### src/rtl/y86_pkg.sv
// Shared constants, state encoding and helpers for the Y86-64 SEQ controller.
package y86_pkg;

  localparam logic [3:0] ICODE_HALT   = 4'h0;
  localparam logic [3:0] ICODE_NOP    = 4'h1;
  localparam logic [3:0] ICODE_RRMOVQ = 4'h2;
  localparam logic [3:0] ICODE_IRMOVQ = 4'h3;
  localparam logic [3:0] ICODE_RMMOVQ = 4'h4;
  localparam logic [3:0] ICODE_MRMOVQ = 4'h5;
  localparam logic [3:0] ICODE_OPQ    = 4'h6;
  localparam logic [3:0] ICODE_JXX    = 4'h7;
  localparam logic [3:0] ICODE_CALL   = 4'h8;
  localparam logic [3:0] ICODE_RET    = 4'h9;
  localparam logic [3:0] ICODE_PUSHQ  = 4'hA;
  localparam logic [3:0] ICODE_POPQ   = 4'hB;

  localparam logic [2:0] STAT_AOK = 3'd1;
  localparam logic [2:0] STAT_HLT = 3'd2;
  localparam logic [2:0] STAT_ADR = 3'd3;
  localparam logic [2:0] STAT_INS = 3'd4;

  typedef enum logic [2:0] {
    S_IDLE,
    S_FETCH,
    S_DECODE,
    S_EXECUTE,
    S_MEMORY,
    S_WB,
    S_PCUPD,
    S_HALT
  } state_t;

  function automatic logic needs_dmem(input logic [3:0] ic);
    return ic inside {ICODE_RMMOVQ, ICODE_MRMOVQ, ICODE_CALL,
                      ICODE_RET, ICODE_PUSHQ, ICODE_POPQ};
  endfunction

endpackage

### src/rtl/seq_mem_wait.sv
// Request/ack wait tracker with a bounded timeout.
// The ack wins over a timeout expiring in the same cycle.
module seq_mem_wait #(
  parameter int TIMEOUT = 16
) (
  input  logic clock,
  input  logic reset,
  input  logic req,
  input  logic ack,
  output logic done,
  output logic fault
);

  localparam int W = (TIMEOUT < 2) ? 1 : $clog2(TIMEOUT + 1);
  localparam logic [W-1:0] LAST = W'(TIMEOUT - 1);

  logic [W-1:0] cnt;

  always_ff @(posedge clock) begin
    if (reset || !req) begin
      cnt <= '0;
    end else if (cnt != LAST) begin
      cnt <= cnt + W'(1);
    end
  end

  assign done  = req & ack;
  assign fault = req & ~ack & (cnt == LAST);

endmodule

### src/rtl/seq_stage_sequencer.sv
// Multi-cycle stage controller for the Y86-64 SEQ datapath.
// Owns the PC, processor status and the per-stage strobes.
module seq_stage_sequencer
  import y86_pkg::*;
#(
  parameter logic [63:0] RESET_PC = 64'h0,
  parameter int          TIMEOUT  = 16,
  parameter int          CNT_W    = 32
) (
  input  logic             clock,
  input  logic             reset,
  input  logic             start,
  input  logic [63:0]      pc_next,
  input  logic [3:0]       icode,
  input  logic             instr_valid,
  input  logic             imem_error,
  output logic             imem_req,
  input  logic             imem_ack,
  output logic             dmem_req,
  input  logic             dmem_ack,
  input  logic             dmem_error,
  output logic             fetch_en,
  output logic             decode_en,
  output logic             execute_en,
  output logic             memory_en,
  output logic             wb_en,
  output logic [63:0]      pc,
  output logic [2:0]       stat,
  output logic             halted,
  output logic [CNT_W-1:0] cycle_cnt,
  output logic [CNT_W-1:0] instr_cnt
);

  state_t     state;
  logic [3:0] icode_q;
  logic       imem_done;
  logic       imem_fault;
  logic       dmem_done;
  logic       dmem_fault;

  // Strobes and requests decode straight from the state register.
  assign fetch_en   = (state == S_FETCH);
  assign decode_en  = (state == S_DECODE);
  assign execute_en = (state == S_EXECUTE);
  assign memory_en  = (state == S_MEMORY);
  assign wb_en      = (state == S_WB);
  assign halted     = (state == S_HALT);
  assign imem_req   = fetch_en;
  assign dmem_req   = memory_en && needs_dmem(icode_q);

  seq_mem_wait #(.TIMEOUT(TIMEOUT)) u_imem_wait (
    .clock (clock),
    .reset (reset),
    .req   (imem_req),
    .ack   (imem_ack),
    .done  (imem_done),
    .fault (imem_fault)
  );

  seq_mem_wait #(.TIMEOUT(TIMEOUT)) u_dmem_wait (
    .clock (clock),
    .reset (reset),
    .req   (dmem_req),
    .ack   (dmem_ack),
    .done  (dmem_done),
    .fault (dmem_fault)
  );

  always_ff @(posedge clock) begin
    if (reset) begin
      state     <= S_IDLE;
      pc        <= RESET_PC;
      stat      <= STAT_AOK;
      icode_q   <= ICODE_HALT;
      cycle_cnt <= '0;
      instr_cnt <= '0;
    end else begin
      if (state != S_IDLE && state != S_HALT) begin
        cycle_cnt <= cycle_cnt + CNT_W'(1);
      end
      unique case (state)
        S_IDLE: begin
          if (start) state <= S_FETCH;
        end
        S_FETCH: begin
          if (imem_done) begin
            icode_q <= icode;
            if (imem_error) begin
              stat  <= STAT_ADR;
              state <= S_HALT;
            end else if (!instr_valid) begin
              stat  <= STAT_INS;
              state <= S_HALT;
            end else begin
              state <= S_DECODE;
            end
          end else if (imem_fault) begin
            stat  <= STAT_ADR;
            state <= S_HALT;
          end
        end
        S_DECODE:  state <= S_EXECUTE;
        S_EXECUTE: state <= S_MEMORY;
        S_MEMORY: begin
          if (!needs_dmem(icode_q)) begin
            state <= S_WB;
          end else if (dmem_done) begin
            if (dmem_error) begin
              stat  <= STAT_ADR;
              state <= S_HALT;
            end else begin
              state <= S_WB;
            end
          end else if (dmem_fault) begin
            stat  <= STAT_ADR;
            state <= S_HALT;
          end
        end
        S_WB: state <= S_PCUPD;
        S_PCUPD: begin
          pc        <= pc_next;
          instr_cnt <= instr_cnt + CNT_W'(1);
          if (icode_q == ICODE_HALT) begin
            stat  <= STAT_HLT;
            state <= S_HALT;
          end else begin
            state <= S_FETCH;
          end
        end
        S_HALT: state <= S_HALT;
        default: state <= S_IDLE;
      endcase
    end
  end

endmodule

### config.mk
export PLATFORM = sky130hd
export DESIGN_NAME = seq_stage_sequencer
export DESIGN_NICKNAME = d
export VERILOG_FILES = /design/src/rtl/y86_pkg.sv /design/src/rtl/seq_mem_wait.sv /design/src/rtl/seq_stage_sequencer.sv
export SDC_FILE = /design/constraint.sdc
export NUM_CORES = 1
export LEC_CHECK = 0
export BUFFER_PORTS_ARGS = -buffer_cell sky130_fd_sc_hd__buf_2
export CAP_MARGIN = 40
export CORE_MARGIN = 2
export CORE_UTILIZATION = 25
export CTS_CLUSTER_SIZE = 25
export DETAILED_ROUTE_END_ITERATION = 6
export PLACE_DENSITY = 0.57
export SLEW_MARGIN = 20
export SYNTH_ARGS = -nofsm -noshare
export SYNTH_HDL_FRONTEND = slang
export SYNTH_SLANG_ARGS = --single-unit
### constraint.sdc
create_clock -name clock -period 2.15 [get_ports clock]
set_input_delay 0.1075 -clock clock [delete_from_list [all_inputs] [get_ports clock]]
set_output_delay 0.1075 -clock clock [all_outputs]
set_load 0.01 [all_outputs]
# Word level (Yosys, flattened, before mapping)
# Cells that the tools add are included.
word_totals:
  ff_bits: 148
  in_bits: 76
  output_inout_bits: 139
  elab_cells: 81
classes:
  addsub: 4
  n_eq_ne: 26
  muxes: 21
  bitwise_logic: 8
  n_reduce_logical: 14
ops:
  columns: ["operator", "n"]
  rows:
  - ["$add 32x1->32 const B", 2]
  - ["$mux 3", 18]
  - ["$pmux 3 s8", 1]
  - ["$eq 4x4->1 const B", 4]
  - ["$eq 3x3->1 const B", 4]
  - ["$add 5x1->5 const B", 2]
  - ["$eq 5x4->1 const B", 2]
  - ["$ne 5x4->1 const B", 2]
  - ["$ne 3x3->1 const B", 3]
  - ["$pmux 3 s3", 1]
  - ["$eq 4x3->1 const B", 2]
  - ["$ne 4x4->1 const B", 2]
  - ["$reduce_and 7->1", 1]
  - ["$and 1x1->1", 6]
  - ["$eq 3x2->1 const B", 2]
  - ["$reduce_bool 3->1", 2]
  - ["$reduce_bool 6->1", 1]
  - ["$logic_not 4->1", 1]
  - ["$ne 2x2->1 const B", 2]
  - ["$eq 3x1->1 const B", 1]
  - ["$logic_not 3->1", 1]
  - ["$ne 3x1->1 const B", 1]
  - ["$reduce_and 3->1", 1]
  - ["$logic_and 1x1->1", 2]
  - ["6 further kinds", 9]

# Depth between registers and ports, before layout
depth:
  depth_word: 9
  depth_mapped: 8
  mapped_depth_nobuf: 7

# Hierarchy
# A second synthesis with hierarchy kept.
hier_totals:
  hier_cells: 751
  area_unflattened_um2: 6174.7
by_module_without_submodules:
  columns: ["module", "instances", "cells_each", "area_each_um2"]
  rows:
  - ["seq_stage_sequencer", 1, 697, 5649.2]
  - ["seq_mem_wait", 2, 27, 262.8]

# Worst setup path before layout
# No wires, ideal clock.
synth_timing:
  path_kind: "register -> register"
  startpoint: "register u_dmem_wait.cnt[0]"
  endpoint: "register stat[1]"
  arrival_time_ns: 1.955
  setup_slack_ns: 0.074
  stages_incl_launch_ff: 8
  period_less_slack_ns: 2.076
  path_cell_list: "dfxtp_1 ha_1 and3_1 ha_1 clkbuf_1 o221a_2 o211ai_1 mux2_2"
synth_via:
  elab_chain_len: 4
synth_lines:
  columns: ["item", "line_no", "source"]
  rows:
  - ["start, declared", "seq_mem_wait.sv:17", "logic [W-1:0] cnt;"]
  - ["start signal, assigned", "seq_mem_wait.sv:23", "cnt <= cnt + W'(1);"]
  - ["$eq 5x4->1", "seq_mem_wait.sv:28", "assign fault = req & ~ack & (cnt == LAST);"]
  - ["$and 1x1->1", "seq_mem_wait.sv:28", null]
  - ["$ne 3x1->1 (no source line)", null, null]
  - ["$reduce_and 7->1 (no source line)", null, null]
  - ["end signal, assigned", "seq_stage_sequencer.sv:73", "stat <= STAT_AOK;"]
  - ["end signal, assigned", "seq_stage_sequencer.sv:89", "stat <= STAT_ADR;"]
  - ["end signal, assigned", "seq_stage_sequencer.sv:92", "stat <= STAT_INS;"]
  - ["end, declared", "seq_stage_sequencer.sv:28", "output logic [2:0] stat,"]
# No other way between the ends.
# A chain may end at the register's enable or synchronous reset.

# Worst setup path in the final report
layout_timing:
  startpoint: "register u_dmem_wait.cnt[0]"
  endpoint: "register stat[2]"
# The elaborated chain is that of the path after synthesis.

==> qor.csv <==
metric;value;unit
status;complete, no violations;
All-Layer GR Usage;13.8;%
Synth Net Count;861;
Clk pwr share;49.1;%
FF+latch area;2960;um2
DRC;0;
via/cell ratio;4.65;
IO buf count;214;
syn_area_per_cell;8.17;um2
Chip Height;164;um
Longest Clk Path Bufs;2;
post-route ant nets;0;
vias in the first global route;6045;
final setup violation count;0;
initial antenna violation count;0;
WP data arrival;2340;ps
HPWL after DPL;12600;um
core area;25100;um2
Area contributors post-synth;dfxtp_1 47%, nand2_1 9.5%, a21oi_1 8.7%, or4_1 3.8%, o31ai_1 3.2%;
CTS clk-pin slew, worst paths;60;ps
CP Launch Type;register;
Clock Latency Late Sink;420;ps
Tmin final;2020;ps
met3 Track Usage GR;3.28;%
RSZ-0062 raised after global routing;false;
DR pass1 iterations;5;
asr flop ratio synth;0;%
clock root buffer;clkbuf_16;
DP Area;8000;um2
Comb pwr share;6.4;%
critical path capture point type;register;
Syn Inst Count;779;
fmax;0.494;GHz
Area Growth Syn to Fin;46.0;%
Synth top cells by count;161 x nand2_1, 148 x dfxtp_1, 111 x a21oi_1;
Fin Setup TNS;0;ps
Post-Syn Area;6370;um2
Global Route met1 Usage;17.9;%
Clock Skew;11.3;ps
Worst EP required;2460;ps
CP Max Fanout;3;
Slew Viols, Final;0;
grt ovf;0;
die area;26800;um2
share of cells above drive strength 1;28.1;%
cell with the most instances after synthesis;nand2_1;
TritonCTS Buffers;17;
Routed WL;18900;um
pwr/cell area;673;nW/um2
Pleak;3.87;nW
Switch Pwr;1.38;mW
fin area;9300;um2
CTS tree;yes;
Vias;6543;
worst vdd ir;0.412;mV
largest net degree at the start of global routing;67;
Fin. Hold Viols;0;
FILL cells;2604;
H-tree levels;4;
CTS sink cnt;148;
Chip Width;164;um
Max-Cap Viols;0;
setup slack, reg-to-reg;130;ps
Int Power;4.88;mW
RePlAce Congestion;0.760;
I/O pins;215;
share of the synthesized area in the top cell type;46.5;%
Detailed Route Iter0 Violations;377;
synthesized flop and latch total;148;
fin nets;1147;
ANT cells;0;
Tightest Pin Transition;757;ps
area leader, netlist;dfxtp_1;
sequential share of power;44.5;%
Max-slew headroom;49.5;%
Most used DFF post-synth;dfxtp_1;
Ys Warns;0;
CP Class;register to register;
Post-synth EDFFs;0;
synth unique cells;46;
Post-CTS Setup Inserts;0;
sw frac;22.0;%
global-route wire length before repair;29900;um
WL per Instance;13.4;um
Initial Util;25.4;%
met2 GRT Util;22.8;%
crit share post-route;94.1;%
hold crit path type;primary input to register;
register area share after synthesis;46.5;%
Multi-input gate area;3140;um2
GRT Max-Usage Layer;met2;
num rows;58;
==> per-layer routing <==
metal	wire, um	vias to the layer above	share of wire [%]
met3	1060	22	5.6
li1	-	3300	-
met5	0	-	0
met4	280	0	1.5
met1	8780	3053	46
met2	8800	168	46
==> power groups by stage <==
stage,Sequential (mW),Clock [mW],Combinational (mW)
after global routing,2.79,3.28,0.440
after floorplan,2.85,0,0.151
after global placement,2.84,0,0.301
after detailed placement,2.85,0,0.302
after CTS,2.78,3.17,0.401
final,2.78,3.07,0.400
==> sequential cells by signal (all words and copies together) (netlist names) <==
name             count
cycle_cnt           32
icode_q              4
instr_cnt           32
pc                  64
stat                 3
state                3
u_dmem_wait.cnt      5
u_imem_wait.cnt      5
==> worst max-delay path, cell delays in order (launching register included) <==
cell and delay (ps):
dfxtp_1 330, ha_1 200, and3_1 180, ha_1 190, o221a_2 280, o211ai_1 350
mux2_2 380
==> through the flow <==
step	instances	hold slack [ps]	utilization, %	setup slack [ps]	power, mW
2_1_floorplan	779	243	-	74.5	3.00
5_1_grt	1408	64.6	37.0	9.44	6.50
3_3_place_gp	1308	346	31.9	143	3.15
6_report	1408	50.1	37.0	126	6.26
3_5_place_dp	1308	354	31.9	130	3.15
4_1_cts	1408	18.2	37.0	84.5	6.35
==> path summary, 6_finish.rpt <==
| path | start | endpoint | cells past startpoint |
|---|---|---|---|
| min | start | state[0] | 3 |
| max reg2reg | u_dmem_wait.cnt[0] | stat[2] | 6 |
| min reg2reg | pc[31] | pc[31] | 2 |
| max | u_dmem_wait.cnt[0] | stat[2] | 6 |
==> cell type report <==
class	instances	area share (%)
multi-input cells	562	33.8
flip-flops and latches	148	31.9
repair buffers	323	22.9
clock buffers	25	5.54
well taps	330	4.44
clock inverters	7	1.01
inverters	13	0.525
==> cell families after synthesis <==
kind of cell               synth area share [%]
AOI/OAI and AO/OA                          14.1
xor gates and xnor gates                   2.75
adders and majority gates                  1.18
muxes                                      3.05
DFF                                        46.5
buffers and inverters                      4.32
and+or+nand+nor                            28.0
==> repair_timing <==
action | in CTS | in global routing
gates resized for setup | 0 | 2
hold buffers | 68 | 0
endpoints found under the setup margin | 0 | 2
endpoints found under the hold margin | 68 | 0
==> layout by cell type, fill, tap and decap left out, types with 3 or more instances in the layout <==
| cell | Yosys | routed |
|---|---|---|
| clkbuf_16 | 0 | 17 |
| nand2b_1 | 3 | 3 |
| nor4_1 | 12 | 12 |
| o31ai_1 | 27 | 27 |
| buf_12 | 0 | 5 |
| nand2_1 | 161 | 161 |
| nand3_1 | 23 | 23 |
| xnor2_1 | 7 | 7 |
| buf_4 | 1 | 37 |
| and4_1 | 8 | 8 |
| buf_2 | 3 | 213 |
| nand4_1 | 13 | 13 |
| inv_1 | 13 | 13 |
| or3_1 | 13 | 13 |
| clkbuf_8 | 0 | 6 |
| ha_1 | 6 | 6 |
| nor3_1 | 3 | 3 |
| nor2_1 | 47 | 47 |
| mux2_2 | 11 | 11 |
| and3_1 | 8 | 8 |
| dlygate4sd3_1 | 0 | 68 |
| nor3b_1 | 4 | 3 |
| nor2b_1 | 17 | 17 |
| dfxtp_1 | 148 | 148 |
| and2_1 | 3 | 3 |
| or4_1 | 32 | 31 |
| o21ai_0 | 15 | 15 |
| xor2_1 | 13 | 13 |
| mux2i_1 | 7 | 7 |
| a21oi_1 | 111 | 111 |
(Power assumes the default switching activity.)
